<file path="src/rtl/fetch_unit_pkg.sv">
// Shared CPU package for the fetch stage.
// Holds the fetch FSM state encoding, the default reset PC and a helper
// that turns the 16-bit branch offset field into a byte offset.
package fetch_unit_pkg;

    typedef enum logic [0:0] {
        FETCH = 1'b0,
        ISSUE = 1'b1
    } fetch_state_e;

    localparam logic [31:0] DEFAULT_RESET_PC = 32'h0000_3000;

    // Sign-extend the word offset and scale it to bytes.
    function automatic logic [31:0] branch_offset(input logic [15:0] imm16);
        return {{14{imm16[15]}}, imm16, 2'b00};
    endfunction

endpackage

</file>
<file path="src/rtl/fetch_unit_if.sv">
// Instruction memory bus between the fetch unit and instruction memory.
// Ports:
//   imem_req   - fetch request (fetch unit -> memory)
//   imem_addr  - fetch byte address (fetch unit -> memory)
//   imem_rdata - returned instruction word (memory -> fetch unit)
//   imem_valid - imem_rdata valid this cycle (memory -> fetch unit)
interface fetch_unit_if;
    logic        imem_req;
    logic [31:0] imem_addr;
    logic [31:0] imem_rdata;
    logic        imem_valid;

    modport master (
        output imem_req,
        output imem_addr,
        input  imem_rdata,
        input  imem_valid
    );

    modport slave (
        input  imem_req,
        input  imem_addr,
        output imem_rdata,
        output imem_valid
    );
endinterface

</file>
<file path="src/rtl/fetch_unit_npc.sv">
// Next-PC selection for the instruction currently held in issue.
// Ports:
//   pc_plus4           - sequential successor of the current pc
//   branch/jump/jr     - decoded control for the current instruction
//   br_taken           - branch condition result
//   imm16, instr_index - branch / jump target fields
//   rs_val             - register target for jr/jalr
//   next_pc            - selected next fetch address
//   jr_misalign        - jr is selected and its target has nonzero low bits
module npc
    import fetch_unit_pkg::*;
(
    input  logic [31:0] pc_plus4,
    input  logic        branch,
    input  logic        jump,
    input  logic        jr,
    input  logic        br_taken,
    input  logic [15:0] imm16,
    input  logic [25:0] instr_index,
    input  logic [31:0] rs_val,
    output logic [31:0] next_pc,
    output logic        jr_misalign
);

    // Priority: jr over jump over taken branch over fall-through.
    always_comb begin
        next_pc     = pc_plus4;
        jr_misalign = 1'b0;
        if (jr) begin
            next_pc     = {rs_val[31:2], 2'b00};
            jr_misalign = (rs_val[1:0] != 2'b00);
        end else if (jump) begin
            next_pc = {pc_plus4[31:28], instr_index, 2'b00};
        end else if (branch && br_taken) begin
            next_pc = pc_plus4 + branch_offset(imm16);
        end else begin
            next_pc = pc_plus4;
        end
    end

endmodule

</file>
<file path="src/rtl/fetch_unit.sv">
// Two-state instruction fetch unit: FETCH waits for an instruction word,
// ISSUE presents it to decode until it is accepted (stall low), then moves
// pc to the next address chosen by npc.
// Ports:
//   clk, rstn            - clock and asynchronous active-low reset
//   imem                 - instruction memory bus (master side)
//   instr, instr_valid   - registered instruction presented to decode
//   pc, pc_plus4         - address of instr and its link value
//   stall                - downstream holds the current instruction
//   branch, jump, jr, br_taken, imm16, instr_index, rs_val - control for instr
//   misalign             - sticky: a taken jr had a misaligned target
//   retired              - count of issued instructions (wraps)
module fetch_unit
    import fetch_unit_pkg::*;
#(
    parameter logic [31:0] RESET_PC = DEFAULT_RESET_PC
) (
    input  logic               clk,
    input  logic               rstn,
    fetch_unit_if.master       imem,
    output logic [31:0]        instr,
    output logic               instr_valid,
    output logic [31:0]        pc,
    output logic [31:0]        pc_plus4,
    input  logic               stall,
    input  logic               branch,
    input  logic               jump,
    input  logic               jr,
    input  logic               br_taken,
    input  logic [15:0]        imm16,
    input  logic [25:0]        instr_index,
    input  logic [31:0]        rs_val,
    output logic               misalign,
    output logic [31:0]        retired
);

    fetch_state_e state_r, state_s;
    logic [31:0]  pc_r, pc_s;
    logic [31:0]  instr_r, instr_s;
    logic         instr_valid_r, instr_valid_s;
    logic         misalign_r, misalign_s;
    logic [31:0]  retired_r, retired_s;
    logic [31:0]  pc_plus4_s;
    logic [31:0]  next_pc_s;
    logic         jr_misalign_s;

    assign pc_plus4_s = pc_r + 32'd4;

    npc u_npc (
        .pc_plus4    (pc_plus4_s),
        .branch      (branch),
        .jump        (jump),
        .jr          (jr),
        .br_taken    (br_taken),
        .imm16       (imm16),
        .instr_index (instr_index),
        .rs_val      (rs_val),
        .next_pc     (next_pc_s),
        .jr_misalign (jr_misalign_s)
    );

    // Next-state and datapath updates; control inputs only matter when
    // an instruction leaves ISSUE.
    always_comb begin
        state_s       = state_r;
        pc_s          = pc_r;
        instr_s       = instr_r;
        instr_valid_s = instr_valid_r;
        misalign_s    = misalign_r;
        retired_s     = retired_r;
        case (state_r)
            FETCH: begin
                if (imem.imem_valid) begin
                    instr_s       = imem.imem_rdata;
                    instr_valid_s = 1'b1;
                    state_s       = ISSUE;
                end else begin
                    state_s = FETCH;
                end
            end
            ISSUE: begin
                if (!stall) begin
                    pc_s          = next_pc_s;
                    instr_valid_s = 1'b0;
                    retired_s     = retired_r + 32'd1;
                    misalign_s    = misalign_r | jr_misalign_s;
                    state_s       = FETCH;
                end else begin
                    state_s = ISSUE;
                end
            end
            default: begin
                state_s = FETCH;
            end
        endcase
    end

    // State and datapath registers; reset discards any in-flight word.
    always_ff @(posedge clk or negedge rstn) begin
        if (!rstn) begin
            state_r       <= FETCH;
            pc_r          <= RESET_PC;
            instr_r       <= 32'h0000_0000;
            instr_valid_r <= 1'b0;
            misalign_r    <= 1'b0;
            retired_r     <= 32'h0000_0000;
        end else begin
            state_r       <= state_s;
            pc_r          <= pc_s;
            instr_r       <= instr_s;
            instr_valid_r <= instr_valid_s;
            misalign_r    <= misalign_s;
            retired_r     <= retired_s;
        end
    end

    // Request is gated by reset so memory sees no request while held in reset.
    assign imem.imem_req  = rstn && (state_r == FETCH);
    assign imem.imem_addr = pc_r;
    assign instr          = instr_r;
    assign instr_valid    = instr_valid_r;
    assign pc             = pc_r;
    assign pc_plus4       = pc_plus4_s;
    assign misalign       = misalign_r;
    assign retired        = retired_r;

endmodule

</file>
<file path="src/flat_wrapper.sv">
// flat-port wrapper written by rule: the top's interface ports become plain ports
module fetch_unit_flat import fetch_unit_pkg::*;
#(
    parameter logic [31:0] RESET_PC = DEFAULT_RESET_PC
)
  (clk, rstn, instr, instr_valid, pc, pc_plus4, stall, branch, jump, jr, br_taken, imm16, instr_index, rs_val, misalign, retired, imem_imem_req, imem_imem_addr, imem_imem_rdata, imem_imem_valid);
  fetch_unit_if imem_i ();
  input  logic clk;
  input  logic rstn;
  output logic [31:0] instr;
  output logic instr_valid;
  output logic [31:0] pc;
  output logic [31:0] pc_plus4;
  input  logic stall;
  input  logic branch;
  input  logic jump;
  input  logic jr;
  input  logic br_taken;
  input  logic [15:0] imm16;
  input  logic [25:0] instr_index;
  input  logic [31:0] rs_val;
  output logic misalign;
  output logic [31:0] retired;
  output wire logic [$bits(imem_i.imem_req)-1:0] imem_imem_req;
  output wire logic [$bits(imem_i.imem_addr)-1:0] imem_imem_addr;
  input wire logic [$bits(imem_i.imem_rdata)-1:0] imem_imem_rdata;
  input wire logic [$bits(imem_i.imem_valid)-1:0] imem_imem_valid;
  assign imem_imem_req = imem_i.imem_req;
  assign imem_imem_addr = imem_i.imem_addr;
  assign imem_i.imem_rdata = imem_imem_rdata;
  assign imem_i.imem_valid = imem_imem_valid;
  fetch_unit #(.RESET_PC(RESET_PC)) u_core (.clk(clk), .rstn(rstn), .imem(imem_i), .instr(instr), .instr_valid(instr_valid), .pc(pc), .pc_plus4(pc_plus4), .stall(stall), .branch(branch), .jump(jump), .jr(jr), .br_taken(br_taken), .imm16(imm16), .instr_index(instr_index), .rs_val(rs_val), .misalign(misalign), .retired(retired));
endmodule
</file>
<file path="config.mk">
export PLATFORM = sky130hd
export DESIGN_NAME = fetch_unit_flat
export DESIGN_NICKNAME = d
export VERILOG_FILES = /design/src/rtl/fetch_unit_pkg.sv /design/src/rtl/fetch_unit_if.sv /design/src/rtl/fetch_unit_npc.sv /design/src/rtl/fetch_unit.sv /design/src/flat_wrapper.sv
export SDC_FILE = /design/constraint.sdc
export NUM_CORES = 1
export LEC_CHECK = 0
export CORE_ASPECT_RATIO = 1.5
export CORE_MARGIN = 3
export CORE_UTILIZATION = 40
export DETAILED_ROUTE_END_ITERATION = 16
export PLACE_DENSITY_LB_ADDON = 0.08
export SETUP_SLACK_MARGIN = 0.2
export SYNTH_ARGS = -nofsm -noshare
export SYNTH_HDL_FRONTEND = slang
export SYNTH_SLANG_ARGS = --single-unit
</file>
<file path="constraint.sdc">
create_clock -name clk -period 5.7 [get_ports clk]
set_input_delay 1.14 -clock clk [delete_from_list [all_inputs] [get_ports clk]]
set_output_delay 1.14 -clock clk [all_outputs]
set_load 0.01 [all_outputs]
</file>
==> results.txt, run 1 <==
The run finished with clean final reports. The signal arrival time at the worst endpoint is between 3000 and 4000 ps. The setup TNS after final layout came out at 0 ps. The number of inserted filler cells in the final layout is between 1500 and 2000.

Entering global routing, the biggest net connects 73 pins. The fraction of final layout cells with drive strength greater than 1 came out at 0.0843. After detailed routing, the average wire length per cell comes to around 19 um. From bottom edge to top edge, the die measures between 150 and 200 um.

The delay of the slowest cell on the worst path came out at ~650 ps. The core box area came out at approximately 0.017 mm^2. The multi-input combinational cells in the finished layout cover a total of between 0.004 and 0.005 mm^2. By area, the combinational part of the netlist is dominated by simple AND/OR/NAND/NOR gates. The initial antenna violation count is 0.

Buffers placed on the I/O ports in this run total 270. The wire length of the first global-routing pass is roughly 36000 um. The required time reported for the critical path endpoint is about 4600 ps. Setup repair after global routing left no endpoint under its margin.

The number of buffers inserted during clock tree synthesis is 9. TritonCTS built the clock tree. The starting density of the core came out at 0.410. Among all flip-flop cells after synthesis, the most frequent one is sky130_fd_sc_hd__dfrtp_1. The signal on the critical path passes through and4_1 -> and3_4 -> nand3_1 -> nor4_1 -> nand2_1 -> xnor2_1 -> clkdlybuf4s50_1.

The final period demand of the worst path is between 4000 and 5000 ps. Of the available clock period, the critical path in the final layout requires 0.800. For this run, the number of Yosys warnings is 0. The number of nets at the end of the flow is approximately 1100. The area of the mapped netlist is approximately 0.0069 mm^2. Across the run, the number of max-cap violations was 0.

The count of placed standard cells in the final layout, fillers left out came out at approximately 1200. The post-cts hold buffer count came out at 0. The maximum fanout encountered on the critical timing path is 7. The number of global-route vias before repair came out at ~6500. After detailed routing, the total wire length is between 20000 and 25000 um.

The multiplexer share of the synthesized area came out at 0.0596. The cell class contributing the biggest share of worst-path delay is simple AND/OR/NAND/NOR gates. The congestion estimate from routability-driven global placement came to roughly 0.89. The number of stages on the worst setup path is 7. After global routing the overflow that remains totals 0. The actual transition at the worst max-transition pin is 950 ps. The compound-cell area share of the yosys netlist was 0.169. The simple logic cell fraction of the synthesized area came out at 0.180. For this design, the slowest cell found on the critical path is sky130_fd_sc_hd__nor4_1. The startpoint identified for the worst register-to-register timing path is u_core.imem.imem_addr[5]$_DFFE_PN0P_. The async set-or-reset flop fraction in the synthesized netlist came out at 1.00. In this run the mean area of a mapped cell was 9.03 um^2. The iteration-0 DRC count of the detailed router is approximately 360. The worst supply voltage drop on vdd came out at 0.000163 V.

The static leakage is a little over 0.004 uW. The buffer and inverter count on the worst path came out at 1. The count of pins over their slew limit is 0. The critical path endpoint category is an output port. Across the routed clock network, the largest skew measured is 13.8 ps. The sequential share of the synthesized area is 0.352. The flip-flop and latch count after synthesis is between 90 and 100. The count of final hold-check violations is 0.

In the post-route analysis, the smallest setup slack over all paths is 1140 ps. The worst setup path startpoint is u_core.imem.imem_addr[5]$_DFFE_PN0P_. The via density per instance came out at ~5.4.

The count of cells along the worst register-to-register path came out at 14. The deepest clock path buffer count came out at 2. After technology mapping, the gate count stands at about 770.

The I/O pin count is about 280. The number of setup buffers added after CTS is 0. The area of all placed cells without fillers is 0.00989 mm^2. Once placement finished, the instance area stood at 0.00957 mm^2. The floorplan step defined a die boundary enclosing 0.0189 mm^2. The clock transition at the registers of the reported paths is around 80 ps. The sort of element at the start of the critical path is a flip-flop. The worst slew slack as a fraction of its limit is 0.365. After detailed routing, the number of remaining DRC violations is 0. The global-route usage over all layers came out at 0.240. The highest clock rate is 0.219 GHz. Row generation in the floorplan step produced 58 rows. Clock latency on the worst-skew pair, taken at its later pin, is 360 ps. The antenna violation net count after detailed routing came out at 0.

The number of synthesized flops with an enable pin is 0. The detailed placer's ending HPWL came out at about 17000 um. Once placement completed, the tool counted placed cells totaling approximately 1200. Dividing total power by cell area gives a power density of 345 mW/mm^2. The total of cells resized after clock tree synthesis came out at 0. By startpoint and endpoint, the worst setup path is classified as reg2out.

The total number of clock tree sinks is 97. Setup violations remaining at the end of the flow were counted as 0. The total iterations of the first detailed-routing run is 5. The setup check on the worst reg-to-reg path leaves a slack of between 1000 and 1500 ps. The sequential standard cell area is 0.00243 mm^2.

The cell sitting at the root of the clock tree is a sky130_fd_sc_hd__clkbuf_16. Of the total synthesized cell area, the portion taken by full adders, half adders and majority gates is 0.0699. The H-tree was split into 3 levels.

The tightest min-delay check is of the reg2reg type. The hold path depth came out at 1. The detailed-route via count came out at between 6000 and 7000.

Of the total synthesized cell area, the portion taken by XOR and XNOR cells is 0.103. The area added between synthesis and finish came out at 43.2%. Timing analysis after detailed placement gives a worst setup slack of ~1300 ps. In this run the horizontal extent of the chip is about 110 um.

The startpoint identified for the worst hold timing path is u_core.retired[31]$_DFFE_PN0P_. Counting distinct cell types in the post-synthesis netlist gives 68. The overall power after layout came out at 3410 uW.
==> report_power, final <==
group	internal [uW]	switching, uW	leakage (uW)
clock	314	316	0.000150
sequential	821	181	0.00119
combinational	932	851	0.00279
==> synthesized netlist by cell type (2+ instances only) <==
master / number / area, um^2
sky130_fd_sc_hd__nand3_1: 40 / 200
sky130_fd_sc_hd__o211ai_1: 17 / 128
sky130_fd_sc_hd__buf_4: 36 / 270
sky130_fd_sc_hd__buf_1: 5 / 18.8
sky130_fd_sc_hd__a221oi_1: 3 / 26.3
sky130_fd_sc_hd__o31ai_1: 3 / 22.5
sky130_fd_sc_hd__o21bai_1: 7 / 52.6
sky130_fd_sc_hd__a22oi_1: 2 / 15.0
sky130_fd_sc_hd__nand2_1: 79 / 297
sky130_fd_sc_hd__o221ai_1: 2 / 17.5
sky130_fd_sc_hd__nor3b_1: 3 / 22.5
sky130_fd_sc_hd__nor3_1: 12 / 60.1
sky130_fd_sc_hd__or2_2: 3 / 18.8
sky130_fd_sc_hd__nor2_1: 57 / 214
sky130_fd_sc_hd__mux2i_1: 4 / 40.0
sky130_fd_sc_hd__clkbuf_1: 29 / 109
sky130_fd_sc_hd__nand4_1: 14 / 87.6
sky130_fd_sc_hd__a21o_1: 16 / 120
sky130_fd_sc_hd__o22ai_1: 3 / 18.8
sky130_fd_sc_hd__and3_1: 24 / 150
sky130_fd_sc_hd__o21ai_0: 28 / 140
sky130_fd_sc_hd__nor4_1: 3 / 18.8
sky130_fd_sc_hd__nand2b_1: 5 / 31.3
sky130_fd_sc_hd__nor2b_1: 4 / 25.0
sky130_fd_sc_hd__o41ai_1: 2 / 17.5
sky130_fd_sc_hd__a221o_1: 2 / 20.0
sky130_fd_sc_hd__xnor2_1: 55 / 482
sky130_fd_sc_hd__dfrtp_1: 95 / 2380
sky130_fd_sc_hd__and2_1: 3 / 18.8
sky130_fd_sc_hd__mux2_2: 32 / 360
sky130_fd_sc_hd__and4_1: 3 / 26.3
sky130_fd_sc_hd__a21oi_1: 39 / 195
sky130_fd_sc_hd__ha_1: 37 / 463
sky130_fd_sc_hd__a31oi_1: 12 / 75.1
sky130_fd_sc_hd__dfstp_2: 2 / 52.6
sky130_fd_sc_hd__o21a_1: 3 / 22.5
sky130_fd_sc_hd__a21oi_2: 3 / 26.3
sky130_fd_sc_hd__and3_4: 2 / 22.5
sky130_fd_sc_hd__o21ai_1: 5 / 25.0
sky130_fd_sc_hd__a211oi_1: 7 / 52.6
sky130_fd_sc_hd__xor2_1: 23 / 201
sky130_fd_sc_hd__inv_1: 15 / 56.3
==> cells in the final DEF (no fill, tap or decap), drive strengths merged, types with 4 or more instances in the layout <==
cell type,instances
buf,12
conb,6
nor3,13
inv,17
a211oi,8
xnor2,55
a31oi,13
nand4,14
nor2,57
clkdlybuf4s50,268
a21o,16
ha,37
o21ai,34
a21oi,42
o21bai,7
o31ai,4
clkbuf,9
o211ai,17
clkinv,6
mux2,33
nand2b,6
xor2,24
nand3,40
and4,4
and3,26
nor2b,4
mux2i,4
nand2,79
dfrtp,95
==> logic make-up (layout without fill, tap and decap cells) <==
| logic type | after synthesis | after routing |
|---|---|---|
| other | 1 | 7 |
| buffers and inverters | 86 | 312 |
| muxes | 37 | 37 |
| adders and majority gates | 38 | 38 |
| and+or+nand+nor | 256 | 256 |
| xor gates and xnor gates | 79 | 79 |
| DFF | 97 | 97 |
| AOI/OAI and AO/OA | 171 | 171 |
==> cell type report <==
cell class / count / share of cell area
multi-input combinational: 587 / 0.410
clock inverter: 7 / 0.00873
timing repair buffer: 280 / 0.280
inverter: 16 / 0.00607
antenna: 1 / 0.000253
tap: 210 / 0.0266
clock buffer: 9 / 0.0228
sequential: 97 / 0.246
==> layer usage <==
metal | up-vias | wire, um | share of wire | global-route usage
met2 | 254 | 12100 | 0.53 | 0.440
met1 | 3114 | 9180 | 0.40 | 0.295
met5 | - | 0 | 0 | 0
li1 | 3141 | - | - | -
met3 | 19 | 1300 | 0.056 | 0.0313
met4 | 0 | 331 | 0.014 | 0.0570
==> per-stage QoR <==
stage,util,hold WS [ps]
2_1_floorplan,-,504
3_3_place_gp,0.569,462
3_5_place_dp,0.569,466
4_1_cts,0.587,476
5_1_grt,0.587,517
6_report,0.587,477
==> worst register-to-register path, delay by kind of cell, from the launching register on <==
family | cells | cell delay [ps]
AOI/OAI and AO/OA | 5 | 1140
adders and majority gates | 1 | 390
xor gates and xnor gates | 2 | 400
DFF | 1 | 510
and+or+nand+nor | 6 | 1790
==> worst paths after layout <==
kind,to
setup / recovery,pc_plus4[30]
hold / removal,u_core.retired[31]$_DFFE_PN0P_
setup reg to reg,u_core.imem.imem_addr[31]$_DFFE_PN0P_
hold reg to reg,u_core.retired[31]$_DFFE_PN0P_
max in group asynchronous,u_core.instr[20]$_DFFE_PN0P_
min in group asynchronous,u_core.imem.imem_addr[28]$_DFFE_PN0P_
==> registers in the layout, summed over array words and instances (netlist names) <==
signal / count
u_core.instr: 32
u_core.retired: 32
u_core.instr_valid: 1
u_core.state_r: 1
u_core.imem.imem_addr: 30
u_core.misalign: 1
Note: power is estimated with default switching activity, not from simulation.
==> inputs of run 2 (changes only) <==
Clock period 5.7 ns to 3.9 ns, I/O delays scaled along.
==> run 2 against run 1 <==
Compared with the run above: worst setup slack got worse by 900 ps; clock power rose by 46%; non-clock buffer count rose by 67; first-iteration DRC count fell by 3.4%; wire length rose by 6.3%; final cell count rose by 5.5%; cell area rose by 8.7%; global-route usage rose by 0.86 points; combinational power rose by 75%; die area did not move; sequential share of layout area fell by 1.9 points; largest cell class unchanged; largest power group unchanged.
==> results.txt, run 2 (synthesized netlist as in run 1, its figures left out) <==
The maximum fanout encountered on the critical timing path is 5 (-2). For this design, the slowest cell found on the critical path is sky130_fd_sc_hd__o311ai_4. The core box area came to 0.0168 mm^2 (unchanged). The internal portion of total power came to 3320 uW (+61%). The fraction of final layout cells with drive strength greater than 1 came out at 0.194 (+0.109). Setup repair after global routing could not meet its margin everywhere. The hold path depth is 1 (unchanged). The post-route fraction of the period consumed by the critical path is 0.940.

The deepest clock path buffer count came out at 2 (unchanged). The number of stages on the worst setup path is 16 (+9). The count of inserted antenna diode cells is 0 (-1).

The count of cells along the worst register-to-register path came to 16 (+2). The power density relative to cell area is 509 mW/mm^2 (+47%). The starting density of the core is 0.410 (unchanged). Walking the worst path, the cells encountered are and4_4 -> and3_4 -> nand4_1 -> xnor2_2 -> ha_4 -> a21oi_2 -> o21ai_2 -> a21o_1 -> a21oi_2 -> a31oi_4 -> o311ai_4 -> a21oi_2 -> a21o_1 -> a21o_1 -> mux2i_1 -> a31o_1. The static leakage came out at 0.00459 uW (+11%). The global-route usage over all layers came out at 0.249 (+0.00861).

The number of violations of the max-capacitance limit came out at 0 (unchanged). The fraction of power spent switching nets is 0.393 (-0.00185). The highest clock rate is around 0.27 GHz. The worst supply voltage drop on vdd is 0.000271 V (+66%). The worst slew slack as a fraction of its limit came out at 0.407 (+0.0427). The count of placed standard cells in the final layout, fillers left out is 1273 (+5.5%). The count of port buffers added during placement is 270 (unchanged). The I/O pin count is 277 (unchanged). The signal arrival time at the worst endpoint is 3910 ps (+490 ps). TritonCTS built the clock tree. The depth of the CTS H-tree came out at 3 (unchanged). The antenna violation net count after detailed routing came out at 0 (unchanged). The worst setup path is launched from a flip-flop. The switching power came out at 2150 uW (+59%).

The logic gate share of total power came out at 0.571 (+0.049). The global route total overflow is 0 (unchanged). Relative to the synthesized area, the layout overhead comes to 55.7%. The insertion delay to the later sink of the worst-skew pair is 350 ps (about the same). The delay of the slowest cell on the worst path came to 400 ps (-250 ps). The wire length of the first global-routing pass came out at 37400 um (+4.1%).

The number of failing setup endpoints in the final timing report is 0 (unchanged). The largest clock skew in the final design is 9.45 ps (-4.40 ps). The share of power burned in registers was 0.261 (-0.032). The total iterations of the first detailed-routing run is 5 (unchanged). The worst setup path is of the reg2reg kind. The required time reported for the critical path endpoint came to 4150 ps (-410 ps). The run finished with clean final reports. The maximum number of pins on one net before global-route repair came out at 70 (-4.1%). The overall power after layout came out at 5470 uW (+60%).

The x dimension of the die came out at 113 um (unchanged). The classification of the worst-slack hold path is reg2reg. The die outline area is 0.0189 mm^2 (unchanged). The via density per instance came out at 5.41 (about the same). The total detailed-routing wirelength came out at 24400 um (+6.3%). The routability-driven placement congestion ratio is 0.920 (+3.5%). The final period demand of the worst path came out at about 3700 ps. The placed cell count came out at 1234 (+3.7%). The total number of clock tree sinks was 97 (unchanged).

The count of pins over their slew limit came out at 0 (unchanged). The worst setup path is captured at a flip-flop. The detailed-route via count is 6884 (+5.5%). The detailed placer's ending HPWL is 18500 um (+5.9%). The count of final hold-check violations came to 0 (unchanged).

The detail-routed net length per standard cell is 19.1 um (+0.75%). The buffer and inverter count on the worst path is 0 (-1). The number of global-route vias before repair came to 6882 (+5.2%).

The cell sitting at the root of the clock tree is a sky130_fd_sc_hd__clkbuf_16. The number of placement rows is 58 (unchanged). The cell class contributing the biggest share of worst-path delay is compound AO/OA/AOI/OAI gates. The count of unresolved DRC violations after routing is 0 (unchanged).

The die outline height came out at 167 um (unchanged). The initial antenna violation count came to 0 (unchanged). The actual transition at the worst max-transition pin came out at 889 ps (-61.0 ps). In the layout the commonest cells are 265 x sky130_fd_sc_hd__clkdlybuf4s50_1, 90 x sky130_fd_sc_hd__dfrtp_1, 78 x sky130_fd_sc_hd__nand2_1.

The number of nets at the end of the flow is 1210 (+5.9%). The clock power share was 0.169 (-0.015). The clock transition at the registers of the reported paths is 80 ps (about the same). The iteration-0 DRC count of the detailed router came out at 343 (-3.4%). The library cell used most frequently in the layout, excluding fill and tap cells, is sky130_fd_sc_hd__clkdlybuf4s50_1. The number of buffers inserted during clock tree synthesis came out at 9 (unchanged).
## run 2: path summary, 6_finish.rpt
kind,startpoint,endpoint,slack [ps]
min in group asynchronous,rstn,u_core.retired[20]$_DFFE_PN0P_,490
worst max register to register,u_core.imem.imem_addr[4]$_DFFE_PN0P_,u_core.imem.imem_addr[29]$_DFFE_PN0P_,240
worst min-delay path,u_core.misalign$_DFFE_PN0P_,u_core.misalign$_DFFE_PN0P_,470
worst min register to register,u_core.misalign$_DFFE_PN0P_,u_core.misalign$_DFFE_PN0P_,470
max in group asynchronous,rstn,u_core.imem.imem_addr[5]$_DFFE_PN0P_,2130
worst max-delay path,u_core.imem.imem_addr[4]$_DFFE_PN0P_,u_core.imem.imem_addr[29]$_DFFE_PN0P_,240
## run 2: through the flow
step	hold slack (ps)	worst slack [ps]	setup TNS, ps	instance area, um^2	util
after floorplan	484	207	0	6980	-
after global placement	458	65.1	0	9960	0.591
after detailed placement	455	-54.4	-54.4	9960	0.591
after CTS	473	205	0	10300	0.614
after global routing	494	34.0	0	10800	0.639
final	472	236	0	10800	0.639
## run 2: cell type report
type,count,area [um^2]
inverters,16,60.1
clock buffers,9,225
clock inverters,7,81.3
well taps,210,263
repair buffers,347,3280
flip-flops and latches,97,2440
fillers,1427,6080
multi-input cells,587,4400
## run 2: power by group through the flow
| stage | registers, uW | logic [uW] | clock network, uW |
|---|---|---|---|
| 3_3_place_gp | 1430 | 2880 | 0 |
| 4_1_cts | 1420 | 2930 | 945 |
| 6_report | 1420 | 3120 | 922 |
| 3_5_place_dp | 1440 | 2890 | 0 |
| 5_1_grt | 1460 | 3360 | 979 |
| 2_1_floorplan | 1510 | 1450 | 0 |
## run 2: repair_timing
| action | CTS | global route |
|---|---|---|
| hold buffers | 0 | 0 |
| gates resized for setup | 7 | 53 |
| pin swaps | 7 | 31 |
| endpoints found under the setup margin | 16 | 22 |
| buffers inserted | 5 | 18 |
## run 2: layer usage
layer / GRT usage / vias up / wire, um
met3: 0.0407 / 32 / 1400
met2: 0.453 / 273 / 13100
li1: - / 3269 / -
met4: 0.0643 / 0 / 442
met1: 0.301 / 3310 / 9430
met5: 0 / - / 0
